==> config.mk <==
export PLATFORM = sky130hd
export DESIGN_NAME = pulse_cdc_arbiter
export DESIGN_NICKNAME = d
export VERILOG_FILES = /design/src/rtl/pulse_cdc_pkg.sv /design/src/rtl/pulse_cdc_arbiter_rr_pick.sv /design/src/rtl/pulse_cdc_arbiter.sv
export SDC_FILE = /design/constraint.sdc
export NUM_CORES = 1
export LEC_CHECK = 0
export BUFFER_PORTS_ARGS = -buffer_cell sky130_fd_sc_hd__buf_2
export CAP_MARGIN = 20
export CORE_MARGIN = 4
export CORE_UTILIZATION = 30
export DETAILED_ROUTE_END_ITERATION = 12
export HOLD_SLACK_MARGIN = 0.15
export PLACE_DENSITY = 0.49
export SLEW_MARGIN = 20
export SYNTH_ARGS = -nofsm -noshare
export SYNTH_HDL_FRONTEND = slang
export SYNTH_SLANG_ARGS = --single-unit
==> constraint.sdc <==
create_clock -name clk -period 4.4 [get_ports clk]
set_input_delay 0.66 -clock clk [delete_from_list [all_inputs] [get_ports clk]]
set_output_delay 0.66 -clock clk [all_outputs]
set_load 0.05 [all_outputs]
==> src/rtl/pulse_cdc_pkg.sv <==
// ==========================================================================
// pulse_cdc_pkg : FSM state encoding and default timing for pulse_cdc_arbiter
// Rev 1.0
// ==========================================================================
`default_nettype none

package pulse_cdc_pkg;

  typedef enum logic [1:0] {
    IDLE     = 2'd0,
    DRIVE    = 2'd1,
    WAIT_ACK = 2'd2,
    GAP      = 2'd3
  } state_t;

  localparam int DEFAULT_PULSE_W     = 3;
  localparam int DEFAULT_ACK_TIMEOUT = 16;
  localparam int DEFAULT_GAP_CYC     = 2;

endpackage

`default_nettype wire

==> src/rtl/pulse_cdc_arbiter_rr_pick.sv <==
// ==========================================================================
// rr_pick : combinational round-robin picker, first set bit at or above rr_ptr
// Rev 1.0
// ==========================================================================
`default_nettype none

module rr_pick #(
  parameter int NUM_REQ = 4,
  parameter int ID_W    = 2
) (
  input  logic [NUM_REQ-1:0] pending,
  input  logic [ID_W-1:0]    rr_ptr,
  output logic [ID_W-1:0]    winner,
  output logic               valid
);

  always_comb begin
    winner = '0;
    valid  = 1'b0;
    for (int k = 0; k < NUM_REQ; k++) begin
      int j;
      j = int'(rr_ptr) + k;
      if (j >= NUM_REQ) j = j - NUM_REQ;
      if (!valid && pending[j]) begin
        winner = ID_W'(j);
        valid  = 1'b1;
      end
    end
  end

endmodule

`default_nettype wire

==> src/rtl/pulse_cdc_arbiter.sv <==
// ==========================================================================
// pulse_cdc_arbiter : round-robin scheduler sharing one pulse CDC channel.
// Rev 1.0   Optional: PCA_MERGE_CNT_EN adds the merge_cnt output.
// ==========================================================================
`default_nettype none

module pulse_cdc_arbiter
  import pulse_cdc_pkg::*;
#(
  parameter int NUM_REQ     = 4,
  parameter int ID_W        = 2,
  parameter int PULSE_W     = DEFAULT_PULSE_W,
  parameter int ACK_TIMEOUT = DEFAULT_ACK_TIMEOUT,
  parameter int GAP_CYC     = DEFAULT_GAP_CYC
) (
  input  logic               clk,
  input  logic               rstn,
  input  logic [NUM_REQ-1:0] req,
  input  logic               ack_in,
  output logic               pulse_out,
  output logic [ID_W-1:0]    id_out,
  output logic [NUM_REQ-1:0] done,
  output logic               timeout_err,
  output logic               busy
`ifdef PCA_MERGE_CNT_EN
  ,
  output logic [7:0]         merge_cnt
`endif
);

  localparam int CNT_MAX = (PULSE_W > GAP_CYC) ? PULSE_W : GAP_CYC;
  localparam int CNT_W   = $clog2(CNT_MAX + 1);
  localparam int TCNT_W  = $clog2(ACK_TIMEOUT);

  state_t             state;
  logic [NUM_REQ-1:0] pending;
  logic [ID_W-1:0]    rr_ptr;
  logic [CNT_W-1:0]   cnt;
  logic [TCNT_W-1:0]  tcnt;

  logic [ID_W-1:0]    pick_id;
  logic               pick_valid;
  logic               grant;
  logic [NUM_REQ-1:0] grant_mask;
  logic [ID_W-1:0]    rr_next;

  rr_pick #(
    .NUM_REQ (NUM_REQ),
    .ID_W    (ID_W)
  ) u_rr_pick (
    .pending (pending),
    .rr_ptr  (rr_ptr),
    .winner  (pick_id),
    .valid   (pick_valid)
  );

  assign grant      = (state == IDLE) && pick_valid;
  assign grant_mask = grant ? (NUM_REQ'(1) << pick_id) : '0;
  assign rr_next    = (pick_id == ID_W'(NUM_REQ - 1)) ? '0 : pick_id + 1'b1;
  assign busy       = (state != IDLE);

  always_ff @(posedge clk) begin
    if (!rstn) begin
      state       <= IDLE;
      pending     <= '0;
      rr_ptr      <= '0;
      cnt         <= '0;
      tcnt        <= '0;
      pulse_out   <= 1'b0;
      id_out      <= '0;
      done        <= '0;
      timeout_err <= 1'b0;
    end else begin
      done        <= '0;
      timeout_err <= 1'b0;
      // A request arriving on its own grant edge survives the clear
      pending     <= (pending & ~grant_mask) | req;
      case (state)
        IDLE: begin
          if (pick_valid) begin
            id_out    <= pick_id;
            pulse_out <= 1'b1;
            cnt       <= CNT_W'(PULSE_W - 1);
            rr_ptr    <= rr_next;
            state     <= DRIVE;
          end
        end
        DRIVE: begin
          if (cnt == '0) begin
            pulse_out <= 1'b0;
            tcnt      <= '0;
            state     <= WAIT_ACK;
          end else begin
            cnt <= cnt - 1'b1;
          end
        end
        WAIT_ACK: begin
          if (ack_in) begin
            done[id_out] <= 1'b1;
            cnt          <= CNT_W'(GAP_CYC - 1);
            state        <= GAP;
          end else if (tcnt == TCNT_W'(ACK_TIMEOUT - 1)) begin
            timeout_err <= 1'b1;
            cnt         <= CNT_W'(GAP_CYC - 1);
            state       <= GAP;
          end else begin
            tcnt <= tcnt + 1'b1;
          end
        end
        GAP: begin
          if (cnt == '0) state <= IDLE;
          else           cnt   <= cnt - 1'b1;
        end
        default: state <= IDLE;
      endcase
    end
  end

`ifdef PCA_MERGE_CNT_EN
  logic [NUM_REQ-1:0] active_mask;
  logic               merge_hit;

  assign active_mask = ((state == DRIVE) || (state == WAIT_ACK)) ?
                       (NUM_REQ'(1) << id_out) : '0;
  assign merge_hit   = |(req & (pending | active_mask));

  always_ff @(posedge clk) begin
    if (!rstn)                              merge_cnt <= '0;
    else if (merge_hit && merge_cnt != 8'hFF) merge_cnt <= merge_cnt + 8'd1;
  end
`else
  // Merged requests simply collapse into the pending OR above.
`endif

endmodule

`default_nettype wire

# After elaboration in Yosys (flattened, before gate mapping)
# Index checks and enable logic that the tools add are counted.
# op_classes
add_sub_neg,10
n_shift,1
n_lt_le_gt_ge,10
bitwise_logic,5
reduce_logical,21
eq_ne,12
n_mux,47
# ops
op,n
less-than comparator 32 x 4 -> 1 bit (second input constant),4
2-to-1 mux 32 bit,4
greater-or-equal comparator 32 x 4 -> 1 bit (second input constant),3
subtractor 32 x 4 -> 32 bit (second input constant),3
2-to-1 mux 2 bit,14
2-to-1 mux 1 bit,16
2-to-1 mux 4 bit,4
inequality test 2 bit (second input constant),6
AND reduction 3 bit,3
binary-select mux 1 bit (select 2 bit),4
one-hot mux 2 bit (4 select lines),1
one-hot mux 4 bit (2 select lines),1
AND reduction 4 bit,2
adder 2 x 2 -> 3 bit (second input constant),2
equality test 2 bit (second input constant),3
one-hot mux 2 bit (3 select lines),1
nonzero test 2 bit,3
logical AND 1 bit,5
adder 4 x 1 -> 4 bit (second input constant),1
bitwise AND 4 bit,1
equality test 4 bit (second input constant),1
zero test 2 bit,2
inverter 4 bit,1
OR 4 bit,1
17 further kinds,20
# totals
out_inout_bits,9
regBits,22
in_bits,7
word_cells,115

# Depth between registers and ports, before layout
# Gate-level depths: netlist of run 1.
# depth
ltp_word,20
mapped_depth,8
mapped_depth_nobuf,8

# Modules after synthesis
# A second synthesis of run 1 with hierarchy kept.
# unflattened
hier_cells,148
area_unflattened_um2,1174.9
# by_module_without_submodules
module,area_each_um2,cells_each,seq_area_each_um2,n_inst
pulse_cdc_arbiter,1097.3,133,440.4,1
rr_pick,77.6,15,0.0,1

# Least setup slack after synthesis of run 1
# Ideal clock, no wire load.
# synth_timing
path_kind,register to output
from,register state[0]
to,output busy
stages_incl_launch_ff,5
arrival_ns,1.180
path_buffers,1
slack_ns,2.560
cell_sequence,dfxtp_1 > inv_1 > ha_1 > clkbuf_1 > inv_1
# synth_between
elab_chain_len,1
# synth_lines
element,line,text
start: declaration,pulse_cdc_arbiter.sv:35,state_t state;
start signal: assignment,pulse_cdc_arbiter.sv:64,state <= IDLE;
start signal: assignment,pulse_cdc_arbiter.sv:85,state <= DRIVE;
start signal: assignment,pulse_cdc_arbiter.sv:92,state <= WAIT_ACK;
nonzero test 2 bit,pulse_cdc_arbiter.sv:60,assign busy = (state != IDLE);
end: declaration,pulse_cdc_arbiter.sv:24,output logic busy
# No other way between the ends.

# Worst setup path after layout of run 1
# Same ends and word-level chain as after synthesis.

==> run summary, run 1 <==
The tools report the worst-case headroom to the max-slew limit as 0.636. In the final routed layout, each cell accounts on average for 11.7 µm. The run gives 0.00479 mm² as the area of the die. After synthesis, the mean cell area works out to 8.38 µm².

The logs give 0.158 for the global routing met2 resource utilization and 1 for the number of levels in the clock H-tree. The tools report the post-layout utilization of the core as 0.371. At the later pin of the worst-skew pair, clock insertion delay measures 0.25 ns.

The most numerous cell type found on the critical path is sky130_fd_sc_hd__inv_1. The clock transition time at the flip-flop clock pins of the worst setup and hold paths is 0.08 ns, and the number of cells upsized or downsized after cts is 0. The number of remaining DRC errors was 0; the count of cell types in the netlist was 29. Number of max-capacitance violations reported: 0. For the signal arrival time at the worst endpoint, the log shows 1.51 ns.

For this block, the routed nets add up to 2290 µm of wire. The logs give 385 for the number of filler instances in the final layout and 21 for the total number of placement rows. The die is 69.2 µm tall. The met3 demand-to-capacity share in global routing was 0.0261. Entering global routing, the biggest net connects 16 pins. For this run, the slowest stage of the critical path takes 0.42 ns.

For the reported leakage power, the log shows 0.556 nW. The most common cell after layout, fill and taps aside was sky130_fd_sc_hd__dfxtp_1. The worst hold path belongs to the class reg -> reg. Setup repair after global routing left no endpoint under its margin. The global-route track usage on met1 was 0.152; the number of failing setup endpoints in the final timing report was 0. STA puts the critical path data required time at 3.74 ns.

16 I/O pins were placed. The smallest clock period supported by the final layout is computed as 2.17 ns. The first-pass GRT wire length is 4300 µm, and the post-synthesis sequential element count is 22. The combined area of the multi-input logic cells was 634 µm²; the largest buffer count on any clock path was 2. The number of setup buffers added after CTS is 0. The logs give 0 for the number of warning messages in the yosys log and 951 for the vias after detailed routing.

The completed layout was analyzed and its total power is 0.780 mW. The post-DP HPWL was 1830 µm; the total nets after synthesis was 151. Routability-driven placement finished with a final weighted congestion of 0.814. The number of hold buffers added after CTS was 0. After global routing, the most crowded layer is met2.

The layout cell share with drive strength beyond 1 works out to 0.134. The total overflow left after global routing is 0. The worst vdd rail ir drop is 203 µV. Initial cell density of the core: 0.324.

Once detail routing completed, the nets flagged for antenna violations numbered 0. The number of hold-slack violations in the final timing report came out at 0. The number of max-slew violations in the final report came out at 0. Along the worst path, the maximum fanout reaches 9.

The run gives 32 as the detailed router's first-iteration violation count. The antenna diode count is 0. The highest-delay cell along the critical path is sky130_fd_sc_hd__dfxtp_1. Using the TritonRoute via totals, the vias-per-cell ratio works out to 4.88.

The power density over the cells is 607 mW/mm², and the cell area after synthesis is 0.00112 mm². The initial antenna violation count is 0. The clock drives 22 sinks. The via count of the first global-routing pass was 935; the count of input and output buffers was 15. The part of the cycle the worst path needs is 0.493, and the count of mapped cells out of synthesis is 134.

Area of the core: 0.00347 mm². Timing would allow up to 461 MHz. The fraction of the yosys area taken by sequential cells came out at 0.392. TritonCTS built the clock tree.

For the pin with the worst max-slew slack, the measured transition is 0.547 ns. Kind of end point of the critical path: an output port. Registers take 440 µm². For the number of buffers created by CTS, the log shows 3.

Start-to-end type of the worst setup path: reg -> out. The area growth from synthesis to layout works out to 14.5%. Traced cell by cell, the critical path runs through inv_1 -> ha_1 -> inv_1 -> buf_2.

The length of the first detailed-routing pass in iterations was 4. Clock root buffer: sky130_fd_sc_hd__clkbuf_8. The worst setup path is launched from a register. The overall fraction of global-route tracks in use is 0.106, and the largest clock skew in the final design is 0.00240 ns.

The floorplan step set the die width to 69.2 µm. In the layout the commonest cells are sky130_fd_sc_hd__dfxtp_1 (22), sky130_fd_sc_hd__nand2_1 (17), sky130_fd_sc_hd__buf_2 (15), sky130_fd_sc_hd__a21oi_1 (12), sky130_fd_sc_hd__nor2_1 (12). The run gives 168 as the final-stage net count. The run finished with clean final reports.

The run gives 0 ns as the sum of negative setup slack.
worst max-delay path: cells and delay by family (launching register included):
family     cells  cell delay (ns)
buf+inv        3             0.51
fa+ha+maj      1             0.32
flops          1             0.42
sequential cells by signal, indices dropped and copies added, names as in the netlist:
name / count
timeout_err: 1
pending: 4
state: 2
rr_ptr: 2
cnt: 2
id_out: 2
pulse_out: 1
tcnt: 4
done: 4
metal layers:
layer  vias up  wire (µm)
met1       437       1200
met5         -          0
met4         0         13
met3         2         89
met2        14        987
li1        498          -
stage by stage:
step	cell area [µm²]	worst slack, ns	std cells	hold slack [ns]
5_1_grt	1290	2.12	195	0.513
2_1_floorplan	1120	2.56	134	0.451
3_5_place_dp	1240	2.43	192	0.473
3_3_place_gp	1240	2.54	192	0.473
4_1_cts	1290	2.24	195	0.485
6_report	1290	2.23	195	0.484
cell usage after synthesis (all sizes together):
cell type	number	area [µm²]
a211oi	1	7.51
a21oi	12	60.1
a221o	1	10.0
a222oi	1	10.0
a32o	1	10.0
and2b	3	22.5
clkbuf	3	11.3
dfxtp	22	440
ha	10	125
inv	10	37.5
mux2i	5	50.1
nand2	17	63.8
nand2b	3	18.8
nand3	5	25.0
nand3b	1	7.51
nand4	1	6.26
nor2	12	45.0
nor2b	3	18.8
nor3	5	25.0
nor4	1	12.5
o211ai	2	15.0
o21ai	5	25.0
o21bai	2	15.0
o311ai	1	8.76
o31ai	3	22.5
or2	1	6.26
or3	2	12.5
or4	1	11.3
where the power goes:
part	switching, mW	internal (mW)	total [mW]
sequential	0.0439	0.242	0.286
clock	0.0600	0.0609	0.121
combinational	0.241	0.132	0.374
layout make-up:
type / count / share of cell area
sequential: 22 / 0.342
inverter: 10 / 0.0292
tap: 46 / 0.0447
clock buffer: 3 / 0.0321
multi-input combinational: 99 / 0.493
timing repair buffer: 15 / 0.0584
final timing paths:
check	to	depth (start not counted)	slack (ns)	start
worst min register to register	pulse_out	2	0.48	pulse_out
worst min-delay path	pulse_out	2	0.48	pulse_out
worst max-delay path	busy	4	2.23	state[0]
worst max register to register	cnt[0]	6	2.42	state[0]
kinds of logic (layout without fill, tap and decap cells):
group	Yosys count	count (layout)	share of synthesized area
AOI/OAI and AO/OA	29	29	0.164
adders and majority gates	10	10	0.111
buffers and inverters	13	28	0.0434
DFF	22	22	0.392
muxes	5	5	0.0445
and+or+nand+nor	55	55	0.245
No activity file was read; power rests on OpenSTA's default activity.
==> run 2: changes to the inputs <==
--- a/config.mk
+++ b/config.mk
@@ -11,7 +11,7 @@
 export CORE_UTILIZATION = 30
 export DETAILED_ROUTE_END_ITERATION = 12
 export HOLD_SLACK_MARGIN = 0.15
-export PLACE_DENSITY = 0.49
+export PLACE_DENSITY = 0.51
 export SLEW_MARGIN = 20
 export SYNTH_ARGS = -nofsm -noshare
 export SYNTH_HDL_FRONTEND = slang
==> constraint.sdc (replaced) <==
create_clock -name clk -period 1.7 [get_ports clk]
set_input_delay 0.255 -clock clk [delete_from_list [all_inputs] [get_ports clk]]
set_output_delay 0.255 -clock clk [all_outputs]
set_load 0.05 [all_outputs]
==> run 2 against run 1 <==
Power increased to 3.2 times the previous value. Largest power group unchanged. Critical path depth increased by 2. First-iteration DRC count increased by 28%. Register-to-register slack got worse by 2.4 ns. Via count increased by 5.7%. Critical path type is now reg -> reg.
==> run summary, run 2 (same netlist as run 1, synthesis figures left out) <==
The flow ran to the end, and the final reports show no timing, DRC or antenna violations. The clock latency of the later-clocked register in the worst-skew pair was 0.26 ns (was 0.25 ns); the area of the die was 0.00479 mm² (unchanged). The tools report the worst-case headroom to the max-slew limit as 0.747 (was 0.636).

The smallest clock period supported by the final layout is computed as 1.66 ns. The tools report the number of hold buffers added after CTS as 0 (unchanged). Setup repair after global routing could not meet its margin everywhere. The run gives 634 µV (was 203 µV) as the worst vdd rail ir drop. The length of the first detailed-routing pass in iterations came out at 4 (unchanged). The count of clock tree sinks came out at 22 (unchanged).

Kind of end point of the critical path: a register (was an output port). The class of the most critical hold timing path was in -> reg (was reg -> reg). The x dimension of the die is 69.2 µm (unchanged), and the largest clock skew in the final design is 0.00443 ns (was 0.00240 ns). The detailed router's first-iteration violation count came out at 41 (was 32).

The tools report the nature of the critical path startpoint as a register (unchanged). The tools report the first-pass GRT wire length as 4220 µm (was 4300 µm). For the final standard cell count with taps included and fillers excluded, the log shows 209 (was 195). The layout cell share with drive strength beyond 1 was 0.331 (was 0.134); the largest fanout on the critical path was 6 (was 9). Maximum number of pins on one net before global-route repair: 16 (unchanged). The final critical-path setup slack was 0.0449 ns (was 2.23 ns). The logs give 202 (was 192) for the cell total after placement and 604 MHz for the timing-limited maximum frequency.

The tools report the post-DP HPWL as 1860 µm (was 1830 µm). The number of vias per cell after detailed routing was 4.81 (was 4.88); the total power was 2.51 mW (was 0.780 mW). For the number of filler instances in the final layout, the log shows 364 (was 385). The minimum hold slack was 0.191 ns (was 0.484 ns); the number of max-slew violations in the final report was 0 (unchanged).

The logs give 0 (unchanged) for the number of remaining DRC errors and 0.779 (was 0.814) for the global placer's final weighted congestion. Slew at the pin with the worst max-slew slack: 0.376 ns (was 0.547 ns). The overall fraction of global-route tracks in use was 0.105 (was 0.106). Vias after detailed routing: 1005 (was 951). The initial cell density of the core was 0.324 (unchanged); the sum of overflow across all layers after global routing was 0 (unchanged). The total number of placement rows was 21 (unchanged). The count of input and output buffers was 15 (unchanged); the area of the core was 0.00347 mm² (unchanged). The power density over the cells was 1670 mW/mm² (was 607 mW/mm²); the I/O pin total was 16 (unchanged).

The part of the cycle the worst path needs came out at 0.974. The largest buffer count on any clock path was 2 (unchanged). Most used cells in the layout excluding fill and tap cells: sky130_fd_sc_hd__nand2_1 (16), sky130_fd_sc_hd__dfxtp_1 (16), sky130_fd_sc_hd__buf_2 (14), sky130_fd_sc_hd__nor2_1 (12), sky130_fd_sc_hd__buf_4 (12) (was sky130_fd_sc_hd__dfxtp_1 (22), sky130_fd_sc_hd__nand2_1 (17), sky130_fd_sc_hd__buf_2 (15), sky130_fd_sc_hd__a21oi_1 (12), sky130_fd_sc_hd__nor2_1 (12)).

The start-to-end type of the worst setup path is reg -> reg (was reg -> out). The run gives 1.84 ns (was 1.51 ns) as the signal arrival time at the worst endpoint. Remaining antenna violation count after routing: 0 (unchanged).

The final wirelength is 2520 µm (was 2290 µm), and the via count of the first global-routing pass is 937 (was 935). The area growth from synthesis to layout was 34.1% (was 14.5%). TritonCTS built the clock tree.

The logs give 0 (unchanged) for the initial antenna violation count and 0 (unchanged) for the antenna diode count. The logs give 0 (unchanged) for the number of failing setup endpoints in the final timing report and 1 (unchanged) for the number of levels in the clock H-tree. Top Registers: done x4, pending x4, tcnt x4 (unchanged).

Clock root buffer: sky130_fd_sc_hd__clkbuf_8 (unchanged). Number of max-capacitance violations reported: 0 (unchanged). The tools report the reported leakage power as 0.647 nW (was 0.556 nW). The number of hold-slack violations in the final timing report is 0 (unchanged), and the die outline height is 69.2 µm (unchanged). For the final-stage net count, the log shows 181 (was 168).

The critical path data required time is 1.89 ns (was 3.74 ns), and the clock transition time at the flip-flop clock pins of the worst setup and hold paths is 0.08 ns (about the same). The number of buffers created by CTS came out at 3 (unchanged). The worst slack at placement came out at -0.0230 ns (was 2.43 ns). Routed wirelength normalized by instance count: 12.1 µm (was 11.7 µm).
-- run 2: cell types whose count changed in the layout (fill, tap and decap cells not counted), moves of 2 or more --
cell	delta
sky130_fd_sc_hd__nor2b_1	-2
sky130_fd_sc_hd__ha_1	-2
sky130_fd_sc_hd__nand2b_1	-2
sky130_fd_sc_hd__buf_4	+12
sky130_fd_sc_hd__dfxtp_2	+2
sky130_fd_sc_hd__ha_2	+2
sky130_fd_sc_hd__dfxtp_4	+4
sky130_fd_sc_hd__a21oi_2	+4
sky130_fd_sc_hd__nand2b_4	+2
sky130_fd_sc_hd__a21oi_1	-4
sky130_fd_sc_hd__dfxtp_1	-6
-- run 2: cell type report --
type / count / area [µm²] / area share
multi-input combinational: 99 / 692 / 0.459
tap: 46 / 57.6 / 0.0382
clock inverter: 1 / 30.0 / 0.0199
inverter: 10 / 41.3 / 0.0274
timing repair buffer: 28 / 186 / 0.124
sequential: 22 / 458 / 0.304
clock buffer: 3 / 41.3 / 0.0274
-- run 2: metrics by stage --
step           utilization  setup TNS, ns  area (µm²)
2_1_floorplan            -              0        1130
3_3_place_gp         0.382        -0.0248        1330
3_5_place_dp         0.382        -0.0230        1330
4_1_cts              0.407              0        1410
5_1_grt              0.434         -0.127        1510
6_report             0.434              0        1510
-- run 2: worst max-delay path, cell delays in order (launching register included) --
cell and delay, ns:
sky130_fd_sc_hd__dfxtp_4 0.39, sky130_fd_sc_hd__nor2b_2 0.17, sky130_fd_sc_hd__nor2b_1 0.05, sky130_fd_sc_hd__o211ai_1 0.34
sky130_fd_sc_hd__nor2_1 0.13, sky130_fd_sc_hd__ha_1 0.31, sky130_fd_sc_hd__a211oi_1 0.19
-- run 2: worst paths after layout --
path | from | endpoint | cells after the start | slack (ns)
min | req[1] | pending[1] | 3 | 0.19
max | pending[0] | rr_ptr[1] | 6 | 0.04
max reg2reg | pending[0] | rr_ptr[1] | 6 | 0.04
min reg2reg | pulse_out | pulse_out | 2 | 0.47
-- run 2: layer usage --
layer  track usage  wire [µm]
met1         0.142       1270
met2         0.157       1100
met3        0.0203        103
met4        0.0564         47
met5             0          0
-- run 2: power by group --
| part | internal, mW | switching [mW] | leakage [nW] |
|---|---|---|---|
| sequential | 0.637 | 0.121 | 0.183 |
| clock | 0.315 | 0.179 | 0.0357 |
| combinational | 0.551 | 0.710 | 0.428 |
-- run 2: what timing repair did --
action                                  4_1_cts  5_1_grt
endpoints found under the setup margin        3       13
pin swaps                                     0        7
setup buffers                                 0        3
resized for setup                             5       22
endpoints found under the hold margin         0        0
==> run 3: changes to the inputs <==
--- a/config.mk
+++ b/config.mk
@@ -12,6 +12,7 @@
 export DETAILED_ROUTE_END_ITERATION = 12
 export HOLD_SLACK_MARGIN = 0.15
 export PLACE_DENSITY = 0.51
+export REMOVE_ABC_BUFFERS = 1
 export SLEW_MARGIN = 20
 export SYNTH_ARGS = -nofsm -noshare
 export SYNTH_HDL_FRONTEND = slang
==> run 3 against run 2 <==
The flow now finishes with violations (negative setup slack). Sequential cell count unchanged. Power increased by 0.19%. Via count increased by 3.8%. Count of clock-buffer cells in the layout unchanged. Utilization increased by 0.76 points. Non-clock buffer count increased by 2. Global-route usage increased by 0.34 points. Clock power increased by 2%. Critical path depth unchanged. Fmax decreased by 6.7%.
==> run summary, run 3 (same netlist as run 1, synthesis figures left out) <==
The largest fanout on the critical path came out at 5 (was 6). The global-route track usage on met1 was 0.130 (was 0.142); the via count of the first global-routing pass was 989 (was 937). The number of vias per cell after detailed routing was 4.94 (was 4.81); the slew at the pin with the worst max-slew slack was 0.377 ns (was 0.376 ns). The total number of placement rows came out at 21 (unchanged). Top Registers: done x4, pending x4, tcnt x4 (unchanged).

The checks that failed: negative setup slack. Highest-delay cell along the critical path: sky130_fd_sc_hd__dfxtp_4 (unchanged). The clock latency of the later-clocked register in the worst-skew pair came out at 0.27 ns (was 0.26 ns). Vias after detailed routing: 1043 (was 1005).

The die outline height is 69.2 µm (unchanged), and the cell total after placement is 202 (unchanged). The part of the cycle the worst path needs works out to 1.04 (was 0.974). The total power was 2.52 mW (was 2.51 mW). Cell class contributing the biggest share of worst-path delay: compound AO/OA/AOI/OAI gates (unchanged). Startpoint of the most critical setup path: pending[3] (was pending[0]).

The logs give 16 (unchanged) for the maximum number of pins on one net before global-route repair and 16 (unchanged) for the I/O pin total. The final standard cell count with taps included and fillers excluded came out at 211 (was 209). The launch point of the worst reg-to-reg path was pending[3] (was pending[0]).

The highest cell delay on the worst timing path is 0.38 ns (was 0.39 ns). The logs give 0.324 (unchanged) for the initial cell density of the core and 563 MHz (was 604 MHz) for the timing-limited maximum frequency. For the final critical-path setup slack, the log shows -0.0749 ns (was 0.0449 ns).

Number of max-slew violations in the final report: 0 (unchanged). Number of hold buffers added after CTS: 0 (unchanged). Class of the most critical hold timing path: in -> reg (unchanged). Ordered cell list for the critical path: and2b_1 -> o21ai_1 -> o211ai_1 -> nor2_1 -> ha_2 -> a211oi_1 (was nor2b_2 -> nor2b_1 -> o211ai_1 -> nor2_1 -> ha_1 -> a211oi_1).

The tools report the final-stage net count as 183 (was 181). The number of failing setup endpoints in the final timing report came out at 3 (was 0). For the area of the core, the log shows 0.00347 mm² (unchanged). First-pass GRT wire length: 4330 µm (was 4220 µm). The flow ran to the end, but the final reports show violations. TritonCTS built the clock tree. For the signal arrival time at the worst endpoint, the log shows 1.95 ns (was 1.84 ns). The final wirelength is 2690 µm (was 2520 µm).

The logs give 570 µV (was 634 µV) for the worst vdd rail ir drop and 1870 µm (was 1860 µm) for the post-DP HPWL. The layout cell share with drive strength beyond 1 came out at 0.358 (was 0.331). The x dimension of the die came out at 69.2 µm (unchanged). The routed wirelength normalized by instance count came out at 12.7 µm (was 12.1 µm). The power density over the cells came out at 1640 mW/mm² (was 1670 mW/mm²).

The antenna diode count was 0 (unchanged). The tools report the nature of the critical path startpoint as a register (unchanged). The length of the first detailed-routing pass in iterations came out at 4 (unchanged).

The kind of end point of the critical path is a register (unchanged). The tools report the clock root buffer as sky130_fd_sc_hd__clkbuf_8 (unchanged). The global routing met2 resource utilization was 0.179 (was 0.157); the number of remaining DRC errors was 0 (unchanged). The tools report the global placer's final weighted congestion as 0.828 (was 0.779). The remaining antenna violation count after routing was 0 (unchanged); the count of input and output buffers was 15 (unchanged). The area growth from synthesis to layout was 36.4% (was 34.1%). Most used cells in the layout excluding fill and tap cells: sky130_fd_sc_hd__dfxtp_1 (16), sky130_fd_sc_hd__nand2_1 (15), sky130_fd_sc_hd__buf_2 (15), sky130_fd_sc_hd__buf_4 (15), sky130_fd_sc_hd__nor2_1 (12) (was sky130_fd_sc_hd__nand2_1 (16), sky130_fd_sc_hd__dfxtp_1 (16), sky130_fd_sc_hd__buf_2 (14), sky130_fd_sc_hd__nor2_1 (12), sky130_fd_sc_hd__buf_4 (12)).

Reported leakage power: 0.662 nW (was 0.647 nW). Sum of overflow across all layers after global routing: 0 (unchanged). The tools report the number of levels in the clock H-tree as 1 (unchanged). The sum of negative setup slack was -0.135 ns (was 0 ns). The most crowded layer after global routing is met2 (unchanged). The time the worst path needs with I/O delays and setup came out at 1.77 ns (was 1.66 ns).

The most common cell after layout, fill and taps aside is sky130_fd_sc_hd__dfxtp_1. The area of the die is 0.00479 mm² (unchanged). For the largest clock skew in the final design, the log shows 0.00520 ns (was 0.00443 ns). Count of clock tree sinks: 22 (unchanged). The tools report the number of max-capacitance violations reported as 0 (unchanged).

The hold path startpoint was req[2] (was req[1]). The number of hold-slack violations in the final timing report was 0 (unchanged). The start-to-end type of the worst setup path is reg -> reg (unchanged). The buffer and inverter count on the worst path came out at 0 (unchanged). The tools report the detailed router's first-iteration violation count as 62 (was 41).

The overall fraction of global-route tracks in use was 0.109 (was 0.105); the met3 demand-to-capacity share in global routing was 0.0246 (was 0.0203). The worst-case headroom to the max-slew limit came out at 0.748 (was 0.747). The initial antenna violation count is 0 (unchanged), and the largest buffer count on any clock path is 2 (unchanged). The number of buffers created by CTS was 3 (unchanged).

Setup repair after global routing could not meet its margin everywhere. Critical path data required time: 1.88 ns (was 1.89 ns). The clock transition time at the flip-flop clock pins of the worst setup and hold paths is 0.08 ns (about the same).
-- run 3: changes by cell type in the layout (fill, tap and decap cells not counted), sizes merged --
cell      delta
clkinvlp     -1
buf          +2
inv          +1
-- run 3: worst min-delay path, delay by kind of cell --
family	cells	cell delay (ns)
simple gates	1	0.07
compound gates	1	0.03
buf+inv	1	0.08
-- run 3: metal layers --
metal	vias up	wire length [µm]
li1	529	-
met1	487	1210
met2	23	1300
met3	4	116
met4	0	54
met5	-	0
-- run 3: worst paths after layout --
check	to	slack, ns	cells after the start
min	pending[2]	0.20	3
max reg2reg	rr_ptr[1]	-0.07	6
min reg2reg	cnt[1]	0.48	2
max	rr_ptr[1]	-0.07	6
-- run 3: timing repair --
| action | 4_1_cts | 5_1_grt |
|---|---|---|
| setup buffers | 1 | 4 |
| resized for setup | 2 | 28 |
| endpoints found under the hold margin | 0 | 0 |
| endpoints found under the setup margin | 5 | 12 |
| pin swaps | 1 | 11 |
-- run 3: through the flow --
step	utilization	instance area, µm²	worst slack (ns)	hold slack (ns)
finish	0.442	1530	-0.0749	0.198
global placement	0.381	1320	0.0277	0.462
CTS	0.405	1410	0.0122	0.192
floorplan	-	1110	-0.0561	0.369
detailed placement	0.381	1320	-0.00240	0.470
global route	0.442	1530	-0.148	0.202
-- run 3: final cells by class --
cell class | instances | area (µm²)
Clock buffer | 3 | 41.3
Clock inverter | 1 | 30.0
Fill cell | 357 | 1940
Inverter | 10 | 37.5
Multi-Input combinational cell | 99 | 721
Sequential cell | 22 | 458
Tap cell | 46 | 57.6
Timing Repair Buffer | 30 | 188
-- run 3: power by group --
part | total, mW | internal [mW] | switching (mW)
combinational | 1.27 | 0.534 | 0.741
clock | 0.501 | 0.315 | 0.186
sequential | 0.743 | 0.632 | 0.111
